## config.mk

```make
export PLATFORM = sky130hd
export DESIGN_NAME = pixel_packer
export DESIGN_NICKNAME = d
export VERILOG_FILES = /design/src/rtl/pixel_packer.sv
export SDC_FILE = /design/constraint.sdc
export NUM_CORES = 1
export LEC_CHECK = 0
export CELL_PAD_IN_SITES_DETAIL_PLACEMENT = 0
export CELL_PAD_IN_SITES_GLOBAL_PLACEMENT = 1
export CORE_MARGIN = 4
export CORE_UTILIZATION = 43
export CTS_BUF_LIST = sky130_fd_sc_hd__clkbuf_16
export DETAILED_ROUTE_END_ITERATION = 6
export PLACE_DENSITY = 0.88
export SLEW_MARGIN = 20
export SYNTH_ARGS = -nofsm -noshare
export SYNTH_HDL_FRONTEND = slang
export SYNTH_SLANG_ARGS = --single-unit
export TNS_END_PERCENT = 100
```

## constraint.sdc

```tcl
create_clock -name clock -period 4.6 [get_ports clock]
set_clock_uncertainty 0.15 [all_clocks]
set_input_delay 0.69 -clock clock [delete_from_list [all_inputs] [get_ports clock]]
set_output_delay 0.69 -clock clock [all_outputs]
set_load 0.01 [all_outputs]
```

## src/rtl/pixel_packer.sv

```systemverilog
// pixel_packer: packs FWFT 8-bit pixels little-endian into 32-bit words, zero-pads each frame's last word, pulses frame_done and counts frames (ports: clock, reset, in_rd_en/in_empty/in_dout, out_wr_en/out_full/out_din, frame_done, frame_count)
module pixel_packer #(
  parameter int WIDTH = 720,
  parameter int HEIGHT = 540,
  parameter int PIX_PER_WORD = 4
) (
  input  logic        clock,
  input  logic        reset,
  output logic        in_rd_en,
  input  logic        in_empty,
  input  logic [7:0]  in_dout,
  output logic        out_wr_en,
  input  logic        out_full,
  output logic [31:0] out_din,
  output logic        frame_done,
  output logic [15:0] frame_count
);
  localparam int NPIX = WIDTH * HEIGHT;
  localparam int CW = $clog2(NPIX) > 20 ? $clog2(NPIX) : 20;
  localparam int LW = PIX_PER_WORD > 1 ? $clog2(PIX_PER_WORD) : 1;
  localparam logic [CW-1:0] LAST_PIX = CW'(NPIX - 1);
  localparam logic [LW-1:0] LAST_LANE = LW'(PIX_PER_WORD - 1);
  typedef enum logic {S_COLLECT, S_WRITE} state_t;
  state_t state, state_n;
  logic [31:0] word_reg, word_n;
  logic [LW-1:0] lane, lane_n;
  logic [CW-1:0] pix_cnt, cnt_n;
  logic last_flag, last_n, done_n;
  logic [15:0] fc_n;
  assign out_din = word_reg;
  always_ff @(posedge clock or posedge reset) begin
    if (reset) begin
      state <= S_COLLECT;
      word_reg <= '0;
      lane <= '0;
      pix_cnt <= '0;
      last_flag <= 1'b0;
      frame_done <= 1'b0;
      frame_count <= '0;
    end else begin
      state <= state_n;
      word_reg <= word_n;
      lane <= lane_n;
      pix_cnt <= cnt_n;
      last_flag <= last_n;
      frame_done <= done_n;
      frame_count <= fc_n;
    end
  end
  always_comb begin
    state_n = state;
    word_n = word_reg;
    lane_n = lane;
    cnt_n = pix_cnt;
    last_n = last_flag;
    done_n = 1'b0;
    fc_n = frame_count;
    in_rd_en = state == S_COLLECT && !in_empty;
    out_wr_en = state == S_WRITE && !out_full;
    if (in_rd_en) begin
      word_n[{lane, 3'b000} +: 8] = in_dout;
      if (pix_cnt == LAST_PIX) begin
        last_n = 1'b1;
        cnt_n = '0;
        state_n = S_WRITE;
      end else if (lane == LAST_LANE) begin
        cnt_n = pix_cnt + 1'b1;
        state_n = S_WRITE;
      end else begin
        lane_n = lane + 1'b1;
        cnt_n = pix_cnt + 1'b1;
      end
    end
    // zeroing on accept is what pads the unused upper lanes of a frame's final word
    if (out_wr_en) begin
      word_n = '0;
      lane_n = '0;
      state_n = S_COLLECT;
      last_n = 1'b0;
      done_n = last_flag;
      fc_n = frame_count + 16'(last_flag);
    end
  end
endmodule

```

==> summary.md <==
| Metric | Value |
|---|---|
| Outcome | `complete, no violations` |
| Fraction of layout cells with a size suffix above 1 | `0.0663` |
| CP cell instances | `clkdlybuf4s50_1, or2_1, inv_1, clkdlybuf4s50_1` |
| Mapped Cells | `280` |
| Sequential area share after synthesis | `0.570` |
| Maximum vdd drop | `0.241 mV` |
| Die Area | `8900 sq um` |
| CTS clk-pin slew, worst paths | `0.05 ns` |
| Fin. Hold Viols | `0` |
| Synth Flop Type | `dfrtp_1` |
| Required time worst endpoint | `3.76 ns` |
| Pwr Density | `544 nW/um^2` |
| Die W | `94.4 microns` |
| Slew Viols, Final | `0` |
| Row count | `31` |
| CP endpoint kind | `primary output` |
| Initial Utilization | `0.442` |
| Die height | `94.4 microns` |
| Iteration-0 DRC count of the detailed router | `127` |
| Commonest non-fill, non-tap cell in the layout | `dfrtp_1` |
| Placed Cells | `430` |
| Actual slew at the worst max-slew pin | `0.833 ns` |
| Reg2reg end | `pix_cnt[15]` |
| Most frequent cells in the layout | `dfrtp_1 (73), clkdlybuf4s50_1 (62), a22o_1 (32), nand2_1 (25), nor2_1 (19)` |
| Per-cell routed wire length | `15.9 microns` |
| Hold Path Origin | `pix_cnt[19]` |
| GP Congestion | `0.795` |
| IO Pins | `63` |
| Bufs and invs on worst path | `3` |
| Hold Path Sink | `pix_cnt[19]` |
| Hold crit path type | `reg2reg` |
| Most frequent CP cell | `clkdlybuf4s50_1` |
| R2r startpoint | `state` |
| RSZ-0062 raised after global routing | `no` |
| Syn Std Cell Area | `3210 sq um` |
| Final period utilization | `0.706` |
| Vias/cell | `5.29` |
| TritonRoute pass-1 iters | `4` |
| Avg Inst Size Synth | `11.5 sq um` |
| DR vias | `2360` |
| Library cells used by synthesis | `36` |
| Max Cap Viol | `0` |
| CTS tree | `built` |
| Delay of the slowest critical-path stage | `0.61 ns` |
| Final core occ | `0.584` |
| Critical path class | `in2out` |
| Routed Antenna Nets | `0` |
| CTS Buf Count | `9` |
| Yosys reg bits | `73` |
| Number of global-route vias before repair | `2306` |
| Fin Setup TNS | `0 ns` |
| First-pass GRT wire length | `11800 microns` |
| Worst EP arrival | `2.41 ns` |
| CP max stage cell | `clkdlybuf4s50_1` |
| Worst-skew pair later-pin latency | `0.33 ns` |
| Total grt overflow | `0` |
| DRT Wirelength | `7100 microns` |
| Post-CTS Hold Buffers | `0` |
| LEAKAGE | `1.94 nW` |
| Htree depth | `3` |
| Delay-heaviest family, CP | `buffers and inverters` |
| Dpl hpwl | `5010 microns` |
| Yosys warns | `0` |
| Root Buffer | `clkbuf_16` |
| Number of buffers added on ports | `62` |
| Rel. slew slack | `0.445` |
| # DRC | `0` |
| Min Tclk post-route | `3.25 ns` |
| Syn_nets | `301` |
| CTS max path bufs | `2` |
| FMAX | `0.308 GHz` |
| Setup violations, final | `0` |
| Fin cells | `446` |
| EDFF count, synth | `0` |
| ANT cells | `0` |
| Hold Path Cell Cnt | `1` |
| Reg2Reg Depth | `6` |
| Crit-path max FO | `12` |
| Core Area | `7250 sq um` |
| CTS resizes | `0` |
| Gr usage total | `0.172` |
| Setup Buffers After CTS | `0` |
| Fin nets | `363` |
| Post-synth ARST share | `1.00` |
| Syn-to-layout area delta | `32.0%` |
| Reg2Reg Setup Slack | `2.22 ns` |
| Fill count | `609` |
| CTS Sinks | `73` |
| Initial antenna violation count | `0` |
| Worst Setup Start Kind | `input port` |
| Largest net degree at the start of global routing | `40` |
## through the flow
step	total power, mW	hold slack [ns]	cell area (sq um)	worst slack [ns]
5_1_grt	2.42	0.351	4230	1.26
4_1_cts	2.33	0.327	4230	1.34
2_1_floorplan	1.20	0.285	3210	1.91
3_3_place_gp	1.50	0.308	3890	1.40
3_5_place_dp	1.52	0.314	3890	1.35
6_report	2.30	0.322	4230	1.35
## final cells by class
type,instances,area [sq um],area share
Multi-Input combinational cell,186,1280,0.302
Clock buffer,9,225,0.0532
Inverter,9,33.8,0.00798
Sequential cell,73,1830,0.431
Clock inverter,7,119,0.0281
Timing Repair Buffer,63,628,0.148
Tap cell,99,124,0.0293
## per-layer routing
metal	part of all wire	global-route usage	up-vias
li1	-	-	1143
met1	0.46	0.229	1154
met2	0.47	0.275	53
met3	0.051	0.0414	10
met4	0.014	0.0614	0
met5	0	0	-
## cell families after synthesis
logic type,Yosys count,synth area share
buf+inv,21,0.0320
flops,73,0.570
xor+xnor,26,0.0710
simple gates,95,0.153
fa+ha+maj,9,0.0351
mux,3,0.0101
compound gates,53,0.129
## worst max path at each step
stage               startpoint  cells after the start              to
floorplan                reset                      1  frame_count[0]
global placement      in_empty                      4        in_rd_en
detailed placement    in_empty                      4        in_rd_en
CTS                   in_empty                      4        in_rd_en
global route          in_empty                      4        in_rd_en
finish                in_empty                      4        in_rd_en
## worst reg2reg max path: cells and delay by family, from the launching register on
kind,cells,cell delay [ns]
and+or+nand+nor,4,1.11
DFF,1,0.40
buffers and inverters,1,0.34
muxes,1,0.26
## cells in the mapped netlist (6+ instances only)
cell type | number | area share
and4_1 | 6 | 0.016
a22o_1 | 32 | 0.087
nand4_1 | 9 | 0.018
xnor2_1 | 16 | 0.044
ha_1 | 9 | 0.035
xor2_1 | 10 | 0.027
inv_1 | 9 | 0.011
nand2_1 | 25 | 0.029
nor2_1 | 19 | 0.022
and3_1 | 7 | 0.014
a21oi_1 | 6 | 0.0094
dfrtp_1 | 73 | 0.57
nand3_1 | 16 | 0.025
## where the power goes
part / internal [mW] / total (mW) / switching, mW
registers: 0.783 / 0.894 / 0.111
logic: 0.323 / 0.613 / 0.289
clock network: 0.529 / 0.795 / 0.266
## registers in the layout, summed over array words and instances (netlist names)
signal	cells
frame_done	1
state	1
out_din	32
pix_cnt	20
lane	2
last_flag	1
frame_count	16
Power figures use the tool's default switching activity.
